$ cat config.mk
export PLATFORM = sky130hd
export DESIGN_NAME = ram_arbiter
export DESIGN_NICKNAME = d
export VERILOG_FILES = /design/src/rtl/ram_arbiter.sv
export SDC_FILE = /design/constraint.sdc
export NUM_CORES = 1
export LEC_CHECK = 0
export ABC_AREA = 1
export CAP_MARGIN = 10
export CORE_MARGIN = 5
export CORE_UTILIZATION = 39
export DETAILED_ROUTE_END_ITERATION = 7
export GPL_TIMING_DRIVEN = 0
export PLACE_DENSITY_LB_ADDON = 0.2
export SKIP_LAST_GASP = 1
export SLEW_MARGIN = 20
export SYNTH_ARGS = -nofsm -noshare
export SYNTH_HDL_FRONTEND = slang
export SYNTH_SLANG_ARGS = --single-unit
$ cat constraint.sdc
create_clock -name clk -period 1.3 [get_ports clk]
set_input_delay 0.13 -clock clk [delete_from_list [all_inputs] [get_ports clk]]
set_output_delay 0.13 -clock clk [all_outputs]
set_load 0.1 [all_outputs]
$ cat src/rtl/ram_arbiter.sv
// Round-robin arbiter sharing one single-port synchronous RAM between requesters A and B.
// Optional macro RAM_ARB_STATS_EN adds a saturating contention counter (conflict_cnt).
module ram_arbiter #(
  parameter int DATA_WIDTH = 8,
  parameter int ADDR_WIDTH = 4
) (
`ifdef RAM_ARB_STATS_EN
  output logic [15:0]           conflict_cnt,
`endif
  input  logic                  clk,
  input  logic                  rst,
  input  logic                  req_a,
  input  logic                  we_a,
  input  logic [ADDR_WIDTH-1:0] addr_a,
  input  logic [DATA_WIDTH-1:0] wdata_a,
  output logic                  gnt_a,
  output logic                  rvalid_a,
  output logic [DATA_WIDTH-1:0] rdata_a,
  input  logic                  req_b,
  input  logic                  we_b,
  input  logic [ADDR_WIDTH-1:0] addr_b,
  input  logic [DATA_WIDTH-1:0] wdata_b,
  output logic                  gnt_b,
  output logic                  rvalid_b,
  output logic [DATA_WIDTH-1:0] rdata_b,
  output logic                  mem_en,
  output logic                  mem_we,
  output logic [ADDR_WIDTH-1:0] mem_addr,
  output logic [DATA_WIDTH-1:0] mem_wdata,
  input  logic [DATA_WIDTH-1:0] mem_rdata
);

  typedef enum logic [1:0] {IDLE, ACCESS, RDWAIT} state_t;

  state_t                state, state_nxt;
  logic                  last_b, last_b_nxt;   // 1: B held the most recent grant
  logic                  cur_b, cur_b_nxt;     // owner of the transaction in flight
  logic                  gnt_a_nxt, gnt_b_nxt;
  logic                  rvalid_a_nxt, rvalid_b_nxt;
  logic                  mem_en_nxt, mem_we_nxt;
  logic [ADDR_WIDTH-1:0] mem_addr_nxt;
  logic [DATA_WIDTH-1:0] mem_wdata_nxt;
  logic [DATA_WIDTH-1:0] rdata_a_nxt, rdata_b_nxt;
  logic                  pick_b;

  // B wins when it is the only requester, or on contention after an A grant.
  assign pick_b = req_b & (~req_a | ~last_b);

  always_comb begin
    state_nxt     = state;
    last_b_nxt    = last_b;
    cur_b_nxt     = cur_b;
    gnt_a_nxt     = 1'b0;
    gnt_b_nxt     = 1'b0;
    rvalid_a_nxt  = 1'b0;
    rvalid_b_nxt  = 1'b0;
    mem_en_nxt    = 1'b0;
    mem_we_nxt    = 1'b0;
    mem_addr_nxt  = mem_addr;
    mem_wdata_nxt = mem_wdata;
    rdata_a_nxt   = rdata_a;
    rdata_b_nxt   = rdata_b;
    case (state)
      IDLE: begin
        if (req_a | req_b) begin
          mem_en_nxt    = 1'b1;
          mem_we_nxt    = pick_b ? we_b    : we_a;
          mem_addr_nxt  = pick_b ? addr_b  : addr_a;
          mem_wdata_nxt = pick_b ? wdata_b : wdata_a;
          gnt_a_nxt     = ~pick_b;
          gnt_b_nxt     = pick_b;
          last_b_nxt    = pick_b;
          cur_b_nxt     = pick_b;
          state_nxt     = ACCESS;
        end
      end
      ACCESS: begin
        state_nxt = mem_we ? IDLE : RDWAIT;
      end
      RDWAIT: begin
        if (cur_b) begin
          rdata_b_nxt  = mem_rdata;
          rvalid_b_nxt = 1'b1;
        end else begin
          rdata_a_nxt  = mem_rdata;
          rvalid_a_nxt = 1'b1;
        end
        state_nxt = IDLE;
      end
      default: state_nxt = IDLE;
    endcase
  end

  always_ff @(posedge clk) begin
    if (rst) begin
      state     <= IDLE;
      last_b    <= 1'b1;
      cur_b     <= 1'b0;
      gnt_a     <= 1'b0;
      gnt_b     <= 1'b0;
      rvalid_a  <= 1'b0;
      rvalid_b  <= 1'b0;
      mem_en    <= 1'b0;
      mem_we    <= 1'b0;
      mem_addr  <= '0;
      mem_wdata <= '0;
      rdata_a   <= '0;
      rdata_b   <= '0;
    end else begin
      state     <= state_nxt;
      last_b    <= last_b_nxt;
      cur_b     <= cur_b_nxt;
      gnt_a     <= gnt_a_nxt;
      gnt_b     <= gnt_b_nxt;
      rvalid_a  <= rvalid_a_nxt;
      rvalid_b  <= rvalid_b_nxt;
      mem_en    <= mem_en_nxt;
      mem_we    <= mem_we_nxt;
      mem_addr  <= mem_addr_nxt;
      mem_wdata <= mem_wdata_nxt;
      rdata_a   <= rdata_a_nxt;
      rdata_b   <= rdata_b_nxt;
    end
  end

`ifdef RAM_ARB_STATS_EN
  always_ff @(posedge clk) begin
    if (rst)
      conflict_cnt <= '0;
    else if ((state == IDLE) && req_a && req_b && (conflict_cnt != 16'hFFFF))
      conflict_cnt <= conflict_cnt + 16'd1;
  end
`endif

endmodule

Word-level counts from Yosys, hierarchy flattened. Index checks and enable logic that the tools add are counted.

Bits in registers: 38. Bits of input ports: 38. Output and inout bits: 34. Word-level logic and storage cells: 42.

Equality and inequality tests: 3. Multiplexer cells: 9. Bitwise gates (word level): 10. Reduce and logical (&&, ||, !) cells: 7.

Operator list (count): 2-to-1 mux 8 bit (1); inverter 1 bit (7); AND reduction 2 bit (3); 2-to-1 mux 1 bit (4); 2-to-1 mux 2 bit (2); 2-to-1 mux 4 bit (1); one-hot mux 2 bit (2 select lines) (1); OR reduction 2 bit (2); OR reduction 3 bit (1); equality test 2 x 1 -> 1 bit, second input constant (1); equality test 2 bit, second input constant (1); logical NOT 2 bit (1); != test 2 bit, second input constant (1); OR 1 bit (2); bitwise AND 1 bit (1).

Depth between registers and ports, before layout.
Depth in word-level cells: 4. Mapped depth: 6. Mapped depth without buffers: 6.

Least setup slack after synthesis. OpenSTA, ideal clock, no wires.

Path type: reg2reg. From: reg, netlist name mem_addr[3]. To: reg mem_addr[3]. Library setup time: 0.065 ns. Arrival time: 1.234 ns. Required time: 1.235 ns. Slack: 0.001 ns. Cell stages (with the launch flop): 3. Path buffers: 0. Cell sequence: dfxtp_1 -> o21ai_0 -> nor2_1.

RTL lines: end signal: assignment (line 119) `mem_addr <= mem_addr_nxt;`; end: declaration (line 28) `output logic [ADDR_WIDTH-1:0] mem_addr,`.

Worst setup path in the final report.
From: reg mem_we. To: out mem_we.

RTL lines: start: declaration (line 27) `output logic mem_we,`; start signal: assignment (line 118) `mem_we <= mem_we_nxt;`.

No word-level cell between the ends.

==> flow_metrics.py <==
metrics = {
    "status": {
        "status": "finished with violations",
        "violations": "negative setup slack",
    },
    "clock_network": {
        "clk-insertion-delay-late_ns": 0.28,
        "cts_hold_buffers": 0,
        "cts_htree_levels": 2,
        "cts_root_buffer": "clkbuf_8",
        "cts_sinks": 38,
        "clk_path_buf_depth": 2,
        "clkTransAtPathRegs_ns": 0.07,
        "cts_tree": "yes",
        "cts_made_buffers": 5,
    },
    "hold_path": {
        "worstHoldPathType": "in -> reg",
        "hold_start": "wdata_b[2]",
        "min_to": "mem_wdata[2]",
        "whs_path_depth": 3,
    },
    "run": {
        "drv_cap": 0,
    },
    "synth": {
        "yosys-top-cells-area": "dfxtp_1 52%, nand3_1 12%, o21ai_0 6.2%, inv_1 5.9%, a21oi_1 5.5%",
        "yosys_register_bits": 38,
        "synth.area.mux_share_pct": 0,
        "yosysTopAreaCell": "dfxtp_1",
        "synth_compound_area_share_pct": 12.9,
        "synth_area_mm2": 0.00146,
        "synth_seq_area_share_pct": 52.1,
        "synthAdderAreaFrac_pct": 0,
        "synthSimpleGateAreaFrac_pct": 23.8,
        "synth_warnings": 0,
        "syn_area_per_cell_um2": 8.15,
        "yosysTopAreaCellShare_pct": 52.1,
        "synth_cells": 179,
        "synth_nets": 217,
        "synth_top_family_by_area": "simple AND/OR/NAND/NOR gates",
        "synth_cell_types": 17,
        "synthXorXnorAreaFrac_pct": 0,
    },
    "layout": {
        "layout_common_cells": "38 x dfxtp_1, 37 x clkdlybuf4s50_1, 34 x nand3_1",
        "seqCellArea_um2": 761,
        "syn_to_final_growth_pct": 48.6,
        "fin_nets": 295,
        "drive_above_1_share_pct": 21.9,
        "multi_input_area_um2": 534,
        "final_util_pct": 59.7,
        "final_common_cell": "dfxtp_1",
        "diodes": 0,
        "fillers": 369,
    },
    "sta": {
        "fin_skew_ns": 0.00357,
        "rsz0062_at_grt": "true",
        "slew_headroom_pct": 64.0,
        "min_period_over_period_pct": 102,
        "finalSetupViolations": 1,
        "whs_ns": 0.425,
        "hold_viol": 0,
        "max_freq_ghz": 0.756,
        "min_period_ns": 1.32,
        "worst_slack_ns": -0.0236,
        "totalNegativeSetupSlack_ns": -0.0236,
        "drv_slew": 0,
        "tightest_slew_ns": 0.542,
    },
    "route": {
        "drt-initial-drc-count": 75,
        "wl_mm": 3.73,
        "vias": 1402,
        "ant_nets": 0,
        "remaining_drc_errors": 0,
        "avgViaCountPerCell": 4.61,
        "routedWlPerCell_um": 12.3,
        "dr.pass1.iters": 4,
    },
    "worst_setup_path": {
        "arrival_ns": 1.19,
        "r2r-end": "rdata_a[4]",
        "setup.worst_path.class": "reg -> out",
        "cp_max_fo": 2,
        "slowest_stage": "clkdlybuf4s18_2",
        "cpPeakStageDelay_ns": 0.55,
        "rr_worst_depth": 5,
        "r2r_setup_slack_ns": 0.08,
        "crit-reg2reg-launch": "state[0]",
        "crit_required_ns": 1.17,
        "cp_cell_sequence": "clkdlybuf4s18_2",
        "critPathTopFamily": "buffers and inverters",
        "crit_buf_inv": 1,
        "critPathCaptureType": "primary output",
        "start_kind": "flip-flop",
    },
    "place": {
        "dpl.hpwl_mm": 2.83,
        "place.gp.congestion": 0.775,
        "numPortBuffers": 71,
    },
    "grt": {
        "grt_pass1_wl_mm": 5.94,
        "grt_max_degree": 11,
        "antenna_found_initial": 0,
        "grt_pass1_vias": 1346,
        "track_usage_pct": 14.8,
        "grt-ovfl-total": 0,
    },
    "power": {
        "power.density_mw_per_mm2": 1380,
        "irDropWorstVdd_uv": 746,
        "cellLeakagePower_nw": 0.959,
    },
    "floorplanning": {
        "die_h_um": 71.2,
        "core_mm2": 0.00363,
        "die_x_um": 71.2,
        "dieArea_mm2": 0.00506,
        "initial_core_util_pct": 40.2,
        "boundaryPins": 72,
        "num_rows": 22,
    },
}
## metal layers
metal	GRT usage, %	share of wire [%]
met2	24.9	47
met1	17.1	45
met5	0	0
met3	5.68	6.5
met4	5.01	1.4
## flip-flops by register name, summed over array words and instances, names as in the netlist
name,flops
cur_b,1
last_b,1
rvalid_b,1
mem_addr,4
rdata_b,8
mem_en,1
rvalid_a,1
gnt_b,1
mem_wdata,8
rdata_a,8
state,2
gnt_a,1
mem_we,1
## synth_stat cells
library cell,n
buf_4,1
nor2_4,4
o21ai_0,18
buf_6,3
nor2_1,12
inv_2,2
buf_2,3
nor4_1,1
nand2_2,2
o21ai_1,2
a21oi_1,16
nand2_1,18
clkbuf_8,1
dfxtp_1,38
nand3_1,34
a21boi_0,1
inv_1,23
## cells by family after synthesis
group / after synthesis
DFF: 38
and+or+nand+nor: 71
buffers and inverters: 33
AOI/OAI and AO/OA: 37
## per-stage QoR
stage | cell area, µm² | total power [mW] | std cells | worst slack [ns]
4_1_cts | 2270 | 3.04 | 304 | -0.0533
3_3_place_gp | 2230 | 2.30 | 298 | -0.303
5_1_grt | 2170 | 3.10 | 304 | -0.0578
6_report | 2170 | 2.99 | 304 | -0.0236
2_1_floorplan | 1460 | 2.00 | 179 | 0.000544
3_5_place_dp | 2230 | 2.31 | 298 | -0.307
## layout make-up
type                            count  share of cell area [%]
Sequential cell                    38                    35.1
Timing Repair Buffer               71                    26.1
Multi-Input combinational cell    108                    24.6
Clock buffer                        6                    3.81
Buffer                              8                    3.23
Tap cell                           48                    2.77
Inverter                           25                    4.33
## worst max path at each step
stage	from	endpoint	slack (ns)	cells after the start
after floorplan	mem_addr[3]	mem_addr[3]	0.0005	2
after global placement	mem_we	mem_we	-0.30	1
after detailed placement	mem_we	mem_we	-0.31	1
after CTS	mem_we	mem_we	-0.05	1
after global routing	state[0]	rdata_a[4]	-0.06	5
final	mem_we	mem_we	-0.02	1
## timing repair
item	4_1_cts	5_1_grt
setup buffers	0	0
resized for setup	141	23
endpoints found under the setup margin	34	24
## worst min-delay path, cell delays in order
cell and delay [ns]:
clkdlybuf4s50_1 0.39, nand3_1 0.07, nand3_1 0.05
## power by group
group          switching (mW)  leakage (nW)  internal [mW]  total (mW)
Sequential             0.0353         0.311           1.25        1.28
Combinational           0.704         0.605          0.237       0.941
Clock                   0.359        0.0431          0.408       0.767
Total                    1.10         0.959           1.89        2.99
(Power assumes the default switching activity.)
==> edit 1 (same flow settings) <==
The option `RAM_ARB_STATS_EN` is turned on by a define.
--- a/src/rtl/ram_arbiter.sv
+++ b/src/rtl/ram_arbiter.sv
@@ -1,4 +1,6 @@
 // Round-robin arbiter sharing one single-port synchronous RAM between requesters A and B.
 // Optional macro RAM_ARB_STATS_EN adds a saturating contention counter (conflict_cnt).
+`define RAM_ARB_STATS_EN
+
 module ram_arbiter #(
   parameter int DATA_WIDTH = 8,
Function (old outputs only; new: conflict_cnt): kept (Yosys induction, for registers that start in step).
==> edit 1 against the original RTL <==
The run still ends with setup timing left; core utilization down 1.8 points; final area rose by 58%; sequential cell count rose by 16; area after synthesis increased by 63%; total power is 33% higher; global-route usage grew 2.2 points; clock skew is 10 ps higher; routed wire length rose by 68%; setup slack lost 11 ps; highest routed layer unchanged.
==> edit 1: results (changes against the original RTL) <==
sequential area share after synthesis 0.455 (-0.0667); Critical Path AT 1570 ps (+380 ps); share of cells above drive strength 1 0.344 (+0.126); final setup violation count 13 (+12); Nets 462 (+57%); clk_lat worst skew 310 ps (+30 ps); Fin Clk Skew 13.7 ps (+10.2 ps); Netlist cell types 28 (+11); port buffer count 86 (+21%); Post-DP HPWL 4790 um (+69%); CP max-delay cell dfxtp_4; drt wl/cell 12.5 um (+2.2%); failing checks setup timing; crit path max fanout 4 (+2); Hold WC Path Type input port to flip-flop; static leakage 1.47 nW (+53%); Final Wtd Congestion 0.793 (+2.3%); Crit path max-delay family simple AND/OR/NAND/NOR gates; largest net degree at the start of global routing 19 (+8); Max stage delay on crit path 380 ps (-170 ps); Synth area leaders dfxtp_1 45%, nand2_1 10%, o21ai_0 6.3%, nor2_1 6.0%, a21oi_1 5.9%; Worst IR Drop VDD 0.725 mV (-2.9%); setup ws final -34.8 ps (-11.2 ps); DRT iter0 DRCs 48 (-36%); Synth Warn # 0 (unchanged); vias in the first global route 2,400 (+78%); DR vias 2,430 (+73%); setup TNS -203 ps (-179 ps); Total GRT Usage 0.170 (+0.0219); status complete, but fails checks
==> edit 1: changes by cell type in the layout (fill, tap and decap cells not counted), sizes merged, moves of 4 or more <==
| cell | change |
|---|---|
| a21oi | +13 |
| o21ai | +13 |
| dfxtp | +16 |
| buf | +27 |
| clkdlybuf4s18 | -4 |
| a31oi | +13 |
| nand3 | -13 |
| nand2 | +50 |
| inv | +12 |
| clkbuf | +6 |
| nor2 | +31 |
==> edit 1: logic make-up after synthesis <==
| kind of cell | synth area share |
|---|---|
| flip-flops | 0.455 |
| AO/OA/AOI/OAI | 0.171 |
| buffers and inverters | 0.0868 |
| AND/OR/NAND/NOR | 0.282 |
| adder cells (fa/ha/maj) | 0.00526 |
==> edit 1: worst register-to-register path, stage by stage (launching register included) <==
cell     delay (ps)
dfxtp_4         380
ha_4            150
nand2_4          60
nor2_4          150
nand2_2         130
o21ai_4         200
nand2_2          80
a21oi_2         120
==> edit 1: final cells by class <==
cell class,instances,area (um^2)
fillers,576,2490
multi-input cells,221,1180
repair buffers,93,668
clock inverters,2,17.5
inverters,35,131
plain buffers,13,86.3
well taps,75,93.8
flip-flops and latches,54,1160
clock buffers,6,93.8
==> edit 1: per-layer routing <==
layer / GRT usage / vias up / share of wire
met1: 0.198 / 1099 / 0.40
met2: 0.297 / 60 / 0.50
met4: 0.0591 / 0 / 0.025
met5: 0 / - / 0
li1: - / 1258 / -
met3: 0.0499 / 13 / 0.065
==> edit 1: repair_timing <==
item / in CTS / in global routing
resized for setup: 254 / 13
hold buffers: 0 / 0
endpoints found under the setup margin: 74 / 39
buffers inserted: 2 / 5
pin swaps: 2 / 2
==> edit 1: path summary, 6_finish.rpt <==
kind	slack, ps	start	cells past startpoint	to
max	-30	conflict_cnt[1]$_SDFFE_PP0P_	7	conflict_cnt[11]$_SDFFE_PP0P_
max reg2reg	-30	conflict_cnt[1]$_SDFFE_PP0P_	7	conflict_cnt[11]$_SDFFE_PP0P_
min reg2reg	410	mem_we$_SDFF_PP0_	1	state[1]$_SDFFE_PP0P_
min	100	rst	2	conflict_cnt[11]$_SDFFE_PP0P_
==> edit 1: metrics by stage <==
| step | instance area, um^2 | std cells | setup WS (ps) |
|---|---|---|---|
| CTS | 3360 | 494 | -52.7 |
| global placement | 3480 | 484 | -338 |
| detailed placement | 3480 | 484 | -354 |
| floorplan | 2520 | 323 | -204 |
| finish | 3430 | 499 | -34.8 |
| global route | 3430 | 499 | -116 |
==> edit 1: power by group <==
| group | internal (mW) | switching, mW | leakage (nW) |
|---|---|---|---|
| sequential | 1.73 | 0.0488 | 0.457 |
| clock | 0.511 | 0.575 | 0.0573 |
| combinational | 0.268 | 0.834 | 0.953 |
| total | 2.51 | 1.46 | 1.47 |
==> edit 2 (same flow settings) <==
Without the edit above. Re-encode `state_t` (3 states) as one-hot, 3 bits wide.
--- a/src/rtl/ram_arbiter.sv
+++ b/src/rtl/ram_arbiter.sv
@@ -31,5 +31,5 @@
 );
 
-  typedef enum logic [1:0] {IDLE, ACCESS, RDWAIT} state_t;
+  typedef enum logic [2:0] {IDLE = 3'b001, ACCESS = 3'b010, RDWAIT = 3'b100} state_t;
 
   state_t                state, state_nxt;
Check against the original RTL: same outputs for any inputs over 10 cycles, from zero or initial values and one cycle with rst high; not proved beyond that.
==> edit 2 against the original RTL <==
Total power grew 9.1%; combinational power grew 22%; routed wire length grew 17%; sequential cell count grew 1; setup slack gained 72 ps; critical path depth is the same; area after synthesis grew 20%; final area grew 15%; global-route usage grew 0.33 points; critical path type unchanged; largest cell class unchanged; largest power group unchanged.
==> edit 2: results (changes against the original RTL) <==
placed instance count 380 (+28%); Post-DP HPWL 3310 um (+17%); Synth area leaders dfxtp_1 45%, nor2_1 12%, nand2_1 12%, inv_1 7.9%, nand3_1 7.4%; Post-Synthesis Cells 257 (+44%); Filler Cell Count 440 (+19%); largest net degree at the start of global routing 12 (+1); Synth Net Count 295 (+36%); vias in the first global route 1,580 (+17%); DRT iter0 DRCs 65 (-13%); Critical Path AT 1120 ps (-70 ps); share of cells above drive strength 1 0.206 (-0.0129); PwrDens 1310 nW/um^2 (-4.9%); Max stage delay on crit path 530 ps (-20 ps); Slew HR 0.660 (+0.0200); Finished Layout Cells 392 (+29%); static leakage 1.31 nW (+37%); clk_lat worst skew about 290 ps; synth cell count leaders 57 x nor2_1, 56 x nand2_1, 39 x dfxtp_1; antenna cells 0 (unchanged); post-placement worst setup slack -321 ps (-13.8 ps); Resize count post-CTS 152 (+7.8%); Internal 1.98 mW (+4.5%); R2R Path Start state[1]$_SDFFE_PP0P_; asr flop ratio synth 0 (unchanged); DR vias 1,745 (+24%); status finished clean; CP max-delay cell clkdlybuf4s18_2; reg2reg end rdata_a[5]$_SDFFE_PP0P_; Hold Path Sink mem_we$_SDFF_PP0_; Hold Crit Start we_b; Combinational Power Share 0.352 (+0.037); Final Wtd Congestion 0.794 (+2.4%); Hold WC Path Type input port to flip-flop; Total GRT Usage 0.151 (+0.00326); clk buf depth 2 (unchanged); crit path max fanout 1 (-1); sequential area share after synthesis 0.447 (-0.0748); first-pass GRT wire length 7360 um (+24%); Worst IR Drop VDD 0.643 mV (-14%); Sequential Power 1.33 mW (+4%); Root Driver clkbuf_8; drt wl/cell 11.1 um (-9.4%); register-to-register setup slack 130 ps (+50 ps); Netlist cell types 18 (+1); Synth Area in Compound Gates 0.0286 (-0.100); Reg2Reg Depth 6 (+1); Fin Clk Skew 4.20 ps (+0.633 ps); Adder-Cell Fraction of Synth Area 0 (unchanged)
edit 2: cell count changes after synthesis, sizes merged, moves of 2 or more:
| cell | before | now |
|---|---|---|
| nand2 | 20 | 58 |
| nand4 | 0 | 8 |
| buf | 7 | 9 |
| inv | 25 | 40 |
| o21ai | 20 | 0 |
| clkbuf | 1 | 3 |
| nand3 | 34 | 28 |
| a21oi | 16 | 10 |
| nor2 | 16 | 60 |
edit 2: metrics by stage:
| stage | hold slack [ps] | cell area, um^2 |
|---|---|---|
| after floorplan | 199 | 1750 |
| after global placement | 446 | 2520 |
| after detailed placement | 455 | 2520 |
| after CTS | 386 | 2510 |
| after global routing | 410 | 2490 |
| final | 394 | 2490 |
edit 2: worst max-delay path by stage:
stage                               end                     start  slack, ps
2_1_floorplan  mem_addr[0]$_SDFFE_PP0P_  mem_addr[0]$_SDFFE_PP0P_          7
3_3_place_gp                     mem_we         mem_we$_SDFF_PP0_       -310
3_5_place_dp                     mem_we         mem_we$_SDFF_PP0_       -320
4_1_cts                          mem_we         mem_we$_SDFF_PP0_        -60
5_1_grt                        rvalid_b       rvalid_b$_SDFF_PP0_         10
6_report                       rvalid_b       rvalid_b$_SDFF_PP0_         50
edit 2: layer usage:
layer / up-vias / wire, um / share of wire / global-route usage
met1: 743 / 1950 / 0.45 / 0.183
met2: 53 / 1970 / 0.45 / 0.245
met3: 7 / 386 / 0.089 / 0.0632
met5: - / 0 / 0 / 0
li1: 942 / - / - / -
met4: 0 / 58 / 0.013 / 0.0420
edit 2: layout make-up:
cell class / count / share of cell area
well taps: 52 / 0.0262
inverters: 40 / 0.0604
flip-flops and latches: 39 / 0.315
clock buffers: 7 / 0.0307
clock inverters: 1 / 0.00201
plain buffers: 12 / 0.0332
multi-input cells: 166 / 0.301
repair buffers: 75 / 0.231
